--- config.mk ---
export PLATFORM = sky130hd
export DESIGN_NAME = serial_adder
export DESIGN_NICKNAME = d
export VERILOG_FILES = /design/src/rtl/serial_adder_pkg.sv /design/src/rtl/serial_adder_fa_cell.sv /design/src/rtl/serial_adder.sv
export SDC_FILE = /design/constraint.sdc
export NUM_CORES = 1
export LEC_CHECK = 0
export ABC_CLOCK_PERIOD_IN_PS = 1700
export BUFFER_PORTS_ARGS = -buffer_cell sky130_fd_sc_hd__buf_2
export CAP_MARGIN = 20
export CORE_ASPECT_RATIO = 1.75
export CORE_MARGIN = 5
export CORE_UTILIZATION = 51
export CTS_BUF_LIST = sky130_fd_sc_hd__clkbuf_2
export CTS_CLUSTER_SIZE = 24
export DETAILED_ROUTE_END_ITERATION = 6
export PLACE_DENSITY = 0.86
export SETUP_SLACK_MARGIN = 0.02
export SYNTH_ARGS = -nofsm -noshare
export SYNTH_HDL_FRONTEND = slang
export SYNTH_SLANG_ARGS = --single-unit
--- constraint.sdc ---
create_clock -name clk -period 1.7 [get_ports clk]
set_clock_uncertainty 0.2 [all_clocks]
set_input_delay 0.255 -clock clk [delete_from_list [all_inputs] [get_ports clk]]
set_output_delay 0.255 -clock clk [all_outputs]
set_load 0.05 [all_outputs]
--- src/rtl/serial_adder_pkg.sv ---
// Shared types and constants for the bit-serial adder.
package serial_adder_pkg;

  // Controller states of the serial adder.
  typedef enum logic [1:0] {
    IDLE = 2'd0,
    RUN  = 2'd1,
    DONE = 2'd2
  } state_e;

  // Legal range of the WIDTH parameter.
  localparam int MIN_WIDTH = 32'd2;
  localparam int MAX_WIDTH = 32'd32;

endpackage

--- src/rtl/serial_adder_fa_cell.sv ---
// One-bit full-add cell composed from two half adders and an OR gate.

module half_adder (
  input  logic a,
  input  logic b,
  output logic s,
  output logic c
);
  assign s = a ^ b;
  assign c = a & b;
endmodule

module fa_cell (
  input  logic a,
  input  logic b,
  input  logic ci,
  output logic s,
  output logic co
);
  logic p_s;
  logic g0_s;
  logic g1_s;

  // First stage: propagate/generate of the operand bits.
  half_adder u_ha0 (.a(a),   .b(b),  .s(p_s), .c(g0_s));
  // Second stage: fold in the incoming carry.
  half_adder u_ha1 (.a(p_s), .b(ci), .s(s),   .c(g1_s));

  assign co = g0_s | g1_s;
endmodule

--- src/rtl/serial_adder.sv ---
// Bit-serial WIDTH-bit adder: loads A, B and carry-in through a valid/ready
// handshake, adds LSB-first one bit per clock and holds the registered
// result until the consumer accepts it.
module serial_adder
  import serial_adder_pkg::*;
#(
  parameter int WIDTH = 8
) (
  input  logic             clk,
  input  logic             rst_n,
  input  logic             in_valid,
  output logic             in_ready,
  input  logic [WIDTH-1:0] a_in,
  input  logic [WIDTH-1:0] b_in,
  input  logic             cin,
  output logic             out_valid,
  input  logic             out_ready,
  output logic [WIDTH-1:0] sum,
  output logic             cout,
  output logic             busy
);

  localparam int CNT_W = (WIDTH > 1) ? $clog2(WIDTH) : 1;
  localparam logic [CNT_W-1:0] CNT_LAST = CNT_W'(WIDTH - 1);

  if (WIDTH < MIN_WIDTH || WIDTH > MAX_WIDTH) begin : g_bad_width
    $error("serial_adder: WIDTH out of supported range");
  end

  state_e           state_r;
  state_e           state_s;
  logic [WIDTH-1:0] a_sh_r;
  logic [WIDTH-1:0] b_sh_r;
  logic [WIDTH-1:0] sum_sh_r;
  logic [WIDTH-1:0] sum_r;
  logic             carry_r;
  logic             cout_r;
  logic [CNT_W-1:0] cnt_r;
  logic             s_bit_s;
  logic             c_next_s;
  logic             last_bit_s;

  // The single full-add cell always works on the current LSBs and carry.
  fa_cell u_fa (
    .a  (a_sh_r[0]),
    .b  (b_sh_r[0]),
    .ci (carry_r),
    .s  (s_bit_s),
    .co (c_next_s)
  );

  assign last_bit_s = (cnt_r == CNT_LAST);

  // State register.
  always_ff @(posedge clk or negedge rst_n) begin
    if (!rst_n) begin
      state_r <= IDLE;
    end else begin
      state_r <= state_s;
    end
  end

  // Next-state decode.
  always_comb begin
    state_s = state_r;
    case (state_r)
      IDLE: begin
        if (in_valid) state_s = RUN;
        else          state_s = IDLE;
      end
      RUN: begin
        if (last_bit_s) state_s = DONE;
        else            state_s = RUN;
      end
      DONE: begin
        if (out_ready) state_s = IDLE;
        else           state_s = DONE;
      end
      default: state_s = IDLE;
    endcase
  end

  // Operand shifters, carry, bit counter and the held result.
  always_ff @(posedge clk or negedge rst_n) begin
    if (!rst_n) begin
      a_sh_r   <= '0;
      b_sh_r   <= '0;
      sum_sh_r <= '0;
      sum_r    <= '0;
      carry_r  <= 1'b0;
      cout_r   <= 1'b0;
      cnt_r    <= '0;
    end else begin
      case (state_r)
        IDLE: begin
          if (in_valid) begin
            a_sh_r  <= a_in;
            b_sh_r  <= b_in;
            carry_r <= cin;
            cnt_r   <= '0;
          end
        end
        RUN: begin
          sum_sh_r <= {s_bit_s, sum_sh_r[WIDTH-1:1]};
          a_sh_r   <= {1'b0, a_sh_r[WIDTH-1:1]};
          b_sh_r   <= {1'b0, b_sh_r[WIDTH-1:1]};
          carry_r  <= c_next_s;
          if (last_bit_s) begin
            // Publish the finished word; the counter wraps so it never exceeds WIDTH-1.
            sum_r  <= {s_bit_s, sum_sh_r[WIDTH-1:1]};
            cout_r <= c_next_s;
            cnt_r  <= '0;
          end else begin
            cnt_r  <= cnt_r + CNT_W'(1);
          end
        end
        default: begin
        end
      endcase
    end
  end

  // Handshake flags decode only from the registered state.
  assign in_ready  = (state_r == IDLE);
  assign busy      = (state_r == RUN);
  assign out_valid = (state_r == DONE);
  assign sum       = sum_r;
  assign cout      = cout_r;

endmodule

* Word-level counts from Yosys, hierarchy flattened
Cells that the tools add are included.
** Storage, ports and cells
- Register bits after elaboration :: 39
- Bits of input ports :: 21
- Output and inout port bits :: 12
- Word-level logic and storage cells :: 35
** Operators by class
- $add $sub $neg :: 1
- Equal/unequal tests :: 4
- Multiplexer cells :: 13
- Bitwise operators :: 5
- Reductions and logical operators :: 4
** Operators by type and width (count)
- 8-bit case mux with 2 select lines :: 2
- 8-bit two-way mux :: 2
- 3-bit two-way mux :: 2
- 2-bit case mux with 3 select lines :: 1
- 3-bit case mux with 2 select lines :: 1
- 2-bit two-way mux :: 2
- 2-bit AND reduction :: 2
- 3-bit by 1-bit adder with 3-bit output, second input constant :: 1
- 3-bit == test, second input constant :: 1
- 1-bit AND :: 2
- 2-bit by 1-bit == test with 1-bit output, second input constant :: 1
- 2-bit == test, second input constant :: 1
- 2-bit zero test :: 1
- 1-bit two-way mux :: 2
- 2-bit != test, second input constant :: 1
- 1-bit case mux with 2 select lines :: 1
- 2-bit nonzero test :: 1
- 1-bit bitwise XOR :: 2
- 1-bit OR :: 1

* Depth between registers and ports, before layout
Gate-level depths: netlist of the first run.
- Word-level depth :: 4
- Mapped depth :: 5
- Mapped depth without buffers :: 4

* Modules after synthesis
A second synthesis of the first run with hierarchy kept.
** Second synthesis, totals
- Cell total of the unflattened synthesis :: 122
- Area, all modules :: 1732.9 um^2
** Modules (own cells, without submodules)
- serial_adder :: instances 1, cells an instance 119, area an instance 1701.6 um^2, sequential area each 950.9 um^2
- half_adder :: instances 2, cells an instance 1, area an instance 12.5 um^2, sequential area each 0.0 um^2
- fa_cell :: instances 1, cells an instance 1, area an instance 6.3 um^2, sequential area each 0.0 um^2

* Least setup slack after synthesis of the first run
OpenSTA, ideal clock, no wires.
- Path kind :: register -> output
- Start point :: register state_r[1]
- End point :: output in_ready
- Data arrival time :: 1.262 ns
- Required time :: 1.245 ns
- Path slack :: -0.017 ns
- Stages on the path, launching flop included :: 3
- Buffers on the path :: 1
- Path through :: dfrtp_1 -> clkbuf_1 -> nor2_1
** Between the ends
- Word-level cells in the longest chain between the ends :: 1
** RTL lines
- start, declared :: line serial_adder.sv:30 : state_e state_r;
- start signal, assigned :: line serial_adder.sv:59 : state_r <= state_s;
- 2-bit zero test :: line serial_adder.sv:124 : assign in_ready = (state_r == IDLE);
- end, declared :: line serial_adder.sv:12 : output logic in_ready,
Every way passes these cells.

* Worst setup path in the final report of the first run
- Start point :: register state_r[0]
- End point :: register a_sh_r[1]
** Between the ends
- Word-level cells in the longest chain between the ends :: 3
- Elaborated cells on any way between the ends :: 6
- Classes of those cells :: eq/ne: 2; mux: 1; reduce/logical: 3
** RTL lines
- 2-bit by 1-bit == test with 1-bit output / 2-bit zero test (equally long branches) :: line serial_adder.sv:94 : case (state_r)
- 2-bit nonzero test (no source line) / 2-bit != test (equally long branches)
- 2-bit AND reduction (no source line)
- end signal, assigned :: line serial_adder.sv:97 : a_sh_r <= a_in;
- end signal, assigned :: line serial_adder.sv:105 : a_sh_r <= {1'b0, a_sh_r[WIDTH-1:1]};
- end, declared :: line serial_adder.sv:32 : logic [WIDTH-1:0] a_sh_r;
Several ways; a longest one is shown, not always the timed one.
A chain may end at the register's enable or synchronous reset.

==> results of run 1 <==
how the worst max path moves through the flow:
stage / slack (ps) / endpoint / start / depth (start not counted)
2_1_floorplan: 60 / cout$_DFFE_PN0P_ / cnt_r[0]$_DFFE_PN0P_ / 5
3_3_place_gp: 40 / cout$_DFFE_PN0P_ / cnt_r[0]$_DFFE_PN0P_ / 5
3_5_place_dp: -50 / sum[3]$_DFFE_PN0P_ / cnt_r[0]$_DFFE_PN0P_ / 5
4_1_cts: -110 / out_valid / state_r[0]$_DFF_PN0_ / 4
5_1_grt: -200 / a_sh_r[1]$_DFFE_PN0P_ / state_r[0]$_DFF_PN0_ / 4
6_report: -200 / a_sh_r[1]$_DFFE_PN0P_ / state_r[0]$_DFF_PN0_ / 4
power breakdown:
group	total [mW]	internal [mW]	switching, mW
combinational	2.77	1.44	1.33
sequential	1.70	1.33	0.369
clock	0.719	0.399	0.321
total	5.19	3.17	2.02
repair_timing:
action,CTS,global route
buffers inserted,9,7
endpoints found under the hold margin,48,2
hold buffers,11,2
pin swaps,14,2
gates resized for setup,39,15
endpoints found under the setup margin,12,27
gates cloned,3,1
per-stage QoR:
step | cell area, um2 | total power, mW | cells | worst slack [ps] | setup TNS, ps
6_report | 2590 | 5.19 | 232 | -196 | -1610
5_1_grt | 2590 | 5.40 | 232 | -197 | -2240
4_1_cts | 2490 | 4.84 | 224 | -113 | -1120
3_5_place_dp | 1970 | 3.56 | 193 | -50.9 | -368
3_3_place_gp | 1970 | 3.42 | 193 | 37.4 | 0
2_1_floorplan | 1700 | 2.99 | 119 | 59.9 | 0
sequential cells by signal, summed over array words and instances (netlist names):
| signal | flops |
|---|---|
| a_sh_r | 8 |
| b_sh_r | 8 |
| sum | 8 |
| sum_sh_r | 7 |
| cnt_r | 3 |
| state_r | 2 |
| carry_r | 1 |
| cout | 1 |
cell families (layout without fill, tap and decap cells):
| logic type | Yosys count | count (layout) | share of synthesized area, % |
|---|---|---|---|
| compound gates | 24 | 25 | 14.2 |
| fa+ha+maj | 3 | 3 | 2.66 |
| buf+inv | 12 | 81 | 3.03 |
| mux | 16 | 16 | 10.6 |
| flops | 38 | 38 | 56.2 |
| simple gates | 26 | 26 | 13.3 |
metal layers:
layer | global-route usage, % | part of all wire, % | vias up
met3 | 5.51 | 4.7 | 20
met1 | 28.6 | 36 | 733
met4 | 11.2 | 4.2 | 0
met2 | 41.6 | 55 | 67
met5 | 0 | 0 | -
li1 | - | - | 613
Yosys cell counts:
| library cell | count | area share [%] |
|---|---|---|
| inv_1 | 2 | 0.44 |
| dfrtp_1 | 38 | 56 |
| o221a_2 | 15 | 10 |
| o21bai_1 | 1 | 0.44 |
| clkbuf_1 | 5 | 1.1 |
| nor3b_1 | 2 | 0.89 |
| nand2b_1 | 4 | 1.5 |
| buf_2 | 5 | 1.5 |
| ha_1 | 2 | 1.5 |
| fa_1 | 1 | 1.2 |
| o21ba_2 | 1 | 0.59 |
| a22o_1 | 3 | 1.6 |
| nand3b_1 | 1 | 0.44 |
| a21oi_1 | 1 | 0.30 |
| a211o_1 | 2 | 1.0 |
| nor2_1 | 2 | 0.44 |
| o21ai_0 | 1 | 0.30 |
| nor4bb_1 | 2 | 1.2 |
| mux2_2 | 16 | 11 |
| or4b_1 | 15 | 8.9 |
critical path: stages, from the launching register on:
cell	delay, ps
dfrtp_1	470
buf_4	160
bufbuf_16	270
or4b_4	530
o221a_2	150
placed cells by master (no fill, tap or decap), drive strengths merged:
cell | netlist | routed
a211o | 2 | 2
a21oi | 1 | 1
a22o | 3 | 3
buf | 5 | 57
bufbuf | 0 | 1
bufinv | 0 | 2
clkbuf | 5 | 5
clkinv | 0 | 1
dfrtp | 38 | 38
dlygate4sd3 | 0 | 13
fa | 1 | 1
ha | 2 | 2
inv | 2 | 2
mux2 | 16 | 16
nand2b | 4 | 4
nand3b | 1 | 1
nor2 | 2 | 2
nor3b | 2 | 2
nor4bb | 2 | 2
o21ai | 1 | 1
o21ba | 1 | 2
o21bai | 1 | 1
o221a | 15 | 15
or4b | 15 | 15
layout make-up:
type	instances	area, um2	area share [%]
inverter	2	12.5	0.483
sequential	38	952	36.8
clock inverter	3	68.8	2.66
timing repair buffer	71	604	23.3
multi-input combinational	70	872	33.7
tap	43	53.8	2.08
clock buffer	5	25.0	0.967
==> metrics.txt, run 1 <==
failing checks=setup timing; worst r2r dst=a_sh_r[1]$_DFFE_PN0P_; worst setup margin=-196 ps; routed wire length per instance=24.0 um; max cap viols=0; pin count of the biggest net entering global routing=23; final setup vio count=22; worst hold slack=around 43 ps; Residual DRC=0; critical path endpoint category=flip-flop; hold-critical path depth=3; synthesized area=~1700 um2; Final #Nets=212; Least-Margin Pin Slew=between 400 and 500 ps; Max Freq=around 530 MHz; Sink Count=38; sequential area share after synthesis=56.2%; post-layout min period=~1900 ps; Ports=33; Crit path required time=1780 ps; Seq cells post-synth=38; Final Max Slew Viols=0; n_diodes=0; type of the most critical hold path=input port to flip-flop; vias after detailed routing=1,433; TritonCTS clock tree=built; Min-Delay Startpoint=b_in[6]; TritonCTS Buffers=5; vias per inst=between 6 and 7; Synth Net Count=roughly 140; critical path startpoint category=flip-flop; r2r setup slk=-200 ps; core area=3180 um2; Slew HR=around 70%; Fin. Hold Viols=0; Filler Cells Inserted=around 190; Mean Syn Cell Area=between 10 and 15 um2; Leak Pwr=~1.2 nW; Longest Clk Path Bufs=2; CP max FO=14; worst hold endpoint=b_sh_r[6]$_DFFE_PN0P_; setup repair after global routing missed its margin=true; FP Rows=27; TritonRoute pass-1 iters=4; Routed Antenna Nets=0; Worst-path clk slew=roughly 210 ps; placer's final routability congestion estimate=~0.77; chip width=53.6 um; initial DRC count=46; CTS Root Cell=clkbuf_2; GR Util All Layers=approximately 25%; drt total wl=about 5.6 mm; R2R depth=4; area added between synthesis and finish=52.9%; Post-Synthesis Cells=119; Post-DP HPWL=~2.6 mm; synth unique cells=20; die height=between 80 and 90 um; initial core utilization=53.3%; Final Cycle Share=112%; pwr dens=between 2000 and 2500 nW/um2; gr ovfl total=0; port bufs=32; r2r startpoint=state_r[0]$_DFF_PN0_; worst vdd ir=between 1 and 1.5 mV; outcome=complete, but fails checks; WS Path Type=flip-flop to flip-flop; maximum level of the CTS H-tree=2; first-pass GRT wire length=8.07 mm; fraction of layout cells with a size suffix above 1=62.4%; number of global-route vias before repair=1,479; Util after Layout=about four fifths; Skew-Pair Late Insertion Delay=400 ps; Ys Warns=0; Die Area=4620 um2; CP Data Arrival Time=1980 ps; initial antenna violation count=0
(Power assumes the default switching activity.)
==> run 2, diff against run 1 <==
- ABC_CLOCK_PERIOD_IN_PS: 1700 -> 2000
- CORE_UTILIZATION: 51 -> 56
- HOLD_SLACK_MARGIN: unset -> 0.1
- PLACE_DENSITY: 0.86 -> 0.89
- clock period: 1.7 -> 2 ns (I/O delays scaled with it)
==> metrics.txt, run 2 (same netlist as run 1, synthesis figures left out) <==
Ports=33 (unchanged); TritonCTS Buffers=5 (unchanged); Longest Clk Path Bufs=2 (unchanged); Pwr Total=3.30 mW (-36%); Sequential cell area=951 um2 (-0.13%); core area=2930 um2 (-7.8%); vias per inst=6.01 (-2.8%); CTS Root Cell=clkbuf_2; Worst-path clk slew=180 ps (-30 ps); WL met3=155 um (-40%); critical path endpoint category=primary output; design area=2120 um2 (-18%); CP Data Arrival Time=1360 ps (-620 ps); Filler Cells Inserted=195 (+3.2%); commonest non-fill, non-tap cell in the layout=dfrtp_1; worst vdd ir=0.877 mV (-38%); max cap viols=0 (unchanged); placer's final routability congestion estimate=0.742 (-4.1%); GR Util All Layers=18.9% (-5.7 points); DP Area=1880 um2 (-4.5%); Leak Pwr=0.968 nW (-20%); Fin. Hold Viols=0 (unchanged); Slew HR=69.2% (-2.3 points); initial antenna violation count=0 (unchanged); Final Max Slew Viols=0 (unchanged); WS Path Type=flip-flop to primary output; CP max FO=27 (+13); worst setup margin=136 ps (+331 ps); FP Rows=26 (-3.7%); Post-DP HPWL=2.24 mm (-15%); routed wire length per instance=17.2 um (-28%); drt total wl=3.44 mm (-38%); initial DRC count=20 (-57%); Final Cycle Share=between 90% and 100%; multi-input logic area=693 um2 (-21%); first-pass GRT wire length=5.84 mm (-28%); TritonRoute pass-1 iters=4 (unchanged); post-layout min period=1860 ps; n_diodes=0 (unchanged); worst slack at placement=124 ps (+175 ps); outcome=finished clean; chip width=51.6 um (-3.7%); type of the most critical hold path=input port to flip-flop; Die Area=4270 um2 (-7.6%); final setup vio count=0 (-100%); M1 WL=1.41 mm (-30%); wire length on met2=1.80 mm (-41%); fraction of layout cells with a size suffix above 1=45.3% (-17 points); Max Freq=536 MHz; Residual DRC=0 (unchanged); Sink Count=38 (unchanged); Least-Margin Pin Slew=462 ps (+34.5 ps); number of global-route vias before repair=1,237 (-16%); pin count of the biggest net entering global routing=39 (+70%); most frequent cells in the layout=dfrtp_1 (38), buf_2 (29), dlygate4sd3_1 (18), mux2_2 (16); gr ovfl total=0 (unchanged); setup repair after global routing missed its margin=false; Skew-Pair Late Insertion Delay=390 ps (about the same); Final #Nets=195 (-8.0%); area added between synthesis and finish=25.5%; pwr dens=1550 nW/um2 (-23%); Routed Antenna Nets=0 (unchanged); initial core utilization=57.8% (+4.5 points); maximum level of the CTS H-tree=2 (unchanged); TritonCTS clock tree=built; DR top layer=met4; port bufs=32 (unchanged); die height=82.7 um (-4.0%); Setup TNS=0 ps (+1610 ps); Crit path required time=1500 ps (-280 ps); vias after detailed routing=1,201 (-16%); critical path startpoint category=flip-flop
[run 2: changes by cell type in the layout (fill, tap and decap cells not counted), moves of 4 or more]
cell           before  now
or4b_4             11    0
or4b_1              4   15
mux2_2              7   16
mux2_4              9    0
o221a_4             6    0
dlygate4sd3_1      13   18
o221a_2             9   15
buf_8               4    0
buf_4              18    5
[run 2: final timing paths]
kind,slack (ps),to,cells past startpoint,start
setup / recovery,140,out_valid,4,state_r[0]$_DFF_PN0_
hold / removal,130,b_sh_r[7]$_DFFE_PN0P_,3,b_in[7]
setup reg to reg,150,sum[0]$_DFFE_PN0P_,4,cnt_r[0]$_DFFE_PN0P_
hold reg to reg,320,sum[3]$_DFFE_PN0P_,1,sum[3]$_DFFE_PN0P_
max in group asynchronous,1020,a_sh_r[5]$_DFFE_PN0P_,3,rst_n
min in group asynchronous,240,sum[1]$_DFFE_PN0P_,3,rst_n
[run 2: what timing repair did]
action                                 4_1_cts  5_1_grt
resized for setup                            2        8
setup endpoints to repair                    2        3
hold buffers                                18        0
endpoints found under the hold margin       55        0
setup buffers                                0        0
[run 2: area by class of cell]
cell class,instances,area share (%)
inverter,2,0.353
timing repair buffer,55,18.7
multi-input combinational,69,32.6
clock buffer,5,1.18
clock inverter,3,0.766
sequential,38,44.8
tap,28,1.65
[run 2: routing by layer]
layer | GRT usage, % | vias up
met5 | 0 | -
met4 | 8.66 | 0
met1 | 21.7 | 590
met2 | 32.4 | 31
met3 | 5.21 | 8
li1 | - | 572
[run 2: metrics by stage]
stage / cells / hold WS, ps / util (%)
2_1_floorplan: 119 / -196 / -
3_3_place_gp: 174 / 158 / 64.3
3_5_place_dp: 174 / 166 / 64.3
4_1_cts: 200 / 120 / 72.1
5_1_grt: 200 / 110 / 72.6
6_report: 200 / 131 / 72.6
[run 2: worst max-delay path, stage by stage, from the launching register on]
cell and delay, ps:
dfrtp_1 410, buf_6 170, nand2b_1 170, inv_1 60, buf_4 190
[run 2: where the power goes]
part / switching [mW] / total [mW] / leakage, nW / internal [mW]
sequential: 0.214 / 1.35 / 0.451 / 1.13
combinational: 0.880 / 1.62 / 0.491 / 0.739
clock: 0.253 / 0.332 / 0.0264 / 0.0797
==> run 3, diff against run 2 <==
- CORE_MARGIN: 5 -> unset
==> metrics.txt, run 3 (same netlist as run 1, synthesis figures left out) <==
critical path startpoint category=flip-flop; CP startpoint=state_r[1]$_DFF_PN0_; wire length on met2=1.84 mm (+1.9%); fraction of layout cells with a size suffix above 1=45.0% (-0.32 points); R2R depth=5 (+1); worst r2r dst=sum[0]$_DFFE_PN0P_; Longest Clk Path Bufs=2 (unchanged); final setup vio count=0 (unchanged); Leak Pwr=0.973 nW (+0.56%); M1 WL=1.36 mm (-3.6%); worst hold endpoint=state_r[0]$_DFF_PN0_; first-pass GRT wire length=5.57 mm (-4.6%); multi-input logic area=691 um2 (-0.36%); r2r setup slk=250 ps (+100 ps); failing checks=DRC; r2r startpoint=cnt_r[0]$_DFFE_PN0P_; Residual DRC=1 (+1); Least-Margin Pin Slew=462 ps (+0.00453 ps); max cap viols=0 (unchanged); core area=2900 um2 (-1.1%); Routed Antenna Nets=0 (unchanged); Sink Count=38 (unchanged); critical path's most frequent cell=buf_6; Skew-Pair Late Insertion Delay=380 ps (about the same); TritonCTS clock tree=built; type of the most critical hold path=input port to flip-flop; vias after detailed routing=1,247 (+3.8%); port bufs=32 (unchanged); critical path endpoint category=primary output; Die Area=3260 um2 (-24%); CP Data Arrival Time=1370 ps (about the same); n_diodes=0 (unchanged); Filler Cells Inserted=197 (+1.0%); area added between synthesis and finish=25.4% (about the same); vias per inst=6.27 (+4.4%); post-layout min period=1870 ps (+3.28 ps); die height=74.7 um (-9.7%); CP Cell Sequence=buf_6 > nand2b_1 > inv_2 > buf_6; initial core utilization=58.5% (+0.65 points); CP peak stage delay=410 ps (about the same); chip width=43.6 um (-16%); WL met3=136 um (-12%); placer's final routability congestion estimate=0.712 (-4.0%); Crit path required time=1500 ps (about the same); worst slack at placement=123 ps (-1.51 ps); TritonCTS Buffers=5 (unchanged); Fin. Hold Viols=0 (unchanged); initial DRC count=49 (+150%); CTS Root Cell=clkbuf_2; Final #Nets=194 (-0.51%); FP Rows=26 (unchanged); most frequent cells in the layout=dfrtp_1 (38), buf_2 (30), dlygate4sd3_1 (17), mux2_2 (16); worst vdd ir=0.975 mV (+11%); pwr dens=1540 nW/um2 (-0.82%); pin count of the biggest net entering global routing=39 (unchanged); number of global-route vias before repair=1,198 (-3.2%); hold-critical path depth=3 (unchanged); worst setup margin=132 ps (-3.28 ps); outcome=complete, but fails checks; GR Util All Layers=24.0% (+5.1 points); maximum level of the CTS H-tree=2 (unchanged); routed wire length per instance=17.1 um (-0.87%); CP max FO=26 (-3.7%); DR top layer=met4; TritonRoute pass-1 iters=6 (+2); Min-Delay Startpoint=in_valid; initial antenna violation count=0 (unchanged); drt total wl=3.40 mm (-1.4%); design area=2120 um2 (about the same); DP Area=1870 um2 (-0.40%); Final Cycle Share=93.4% (+0.16 points); Worst-path clk slew=160 ps (-20 ps); WS Path Type=flip-flop to primary output; Slew HR=69.2% (about the same); commonest non-fill, non-tap cell in the layout=dfrtp_1; gr ovfl total=0 (unchanged); setup repair after global routing missed its margin=true; Util after Layout=73.3% (+0.77 points); highest-delay cell along the critical path=dfrtp_1; Setup TNS=0 ps (unchanged); Ports=33 (unchanged); Final Max Slew Viols=0 (unchanged); Max Freq=535 MHz (-0.18%); Post-DP HPWL=2.04 mm (-8.8%); Sequential cell area=951 um2 (unchanged)
## run 3: cell types whose count changed in the layout (fill, tap and decap cells not counted), sizes merged
cell | before | now
clkbuf | 5 | 6
clkinvlp | 1 | 0
dlygate4sd3 | 18 | 17
## run 3: final cells by class
class                           count  share of cell area (%)
Timing Repair Buffer               54                    18.9
Multi-Input combinational cell     69                    32.5
Inverter                            2                   0.354
Clock buffer                        6                    1.41
Sequential cell                    38                    44.8
Tap cell                           28                    1.65
Clock inverter                      2                   0.412
## run 3: worst max-delay path: cells and delay by family (launching register included)
kind	cells	cell delay (ps)
buf+inv	3	420
flops	1	410
simple gates	1	170
## run 3: routing by layer
layer | vias to the layer above | track usage [%]
met5 | - | 0
met4 | 0 | 11.5
met3 | 5 | 5.76
met2 | 38 | 39.8
met1 | 630 | 29.0
li1 | 574 | -
## run 3: what timing repair did
item | in CTS | in global routing
setup buffers | 0 | 1
hold endpoints to repair | 54 | 0
endpoints found under the setup margin | 2 | 10
hold buffers | 17 | 0
gates resized for setup | 3 | 4
pin swaps | 0 | 0
## run 3: worst max path at each step
stage | to | cells after the start
floorplan | in_ready | 2
global placement | sum[7]$_DFFE_PN0P_ | 4
detailed placement | cout$_DFFE_PN0P_ | 4
CTS | busy | 4
global route | busy | 4
finish | busy | 4
## run 3: per-stage QoR
stage / hold WS (ps) / power, mW / std cells
final: 118 / 3.27 / 199
after detailed placement: 170 / 2.89 / 173
after global routing: 131 / 3.47 / 199
after CTS: 104 / 3.25 / 198
after floorplan: -196 / 2.54 / 119
after global placement: 159 / 2.81 / 173
## run 3: where the power goes
group	switching [mW]	internal [mW]
logic	0.872	0.723
clock network	0.235	0.0859
registers	0.220	1.13
total	1.33	1.94
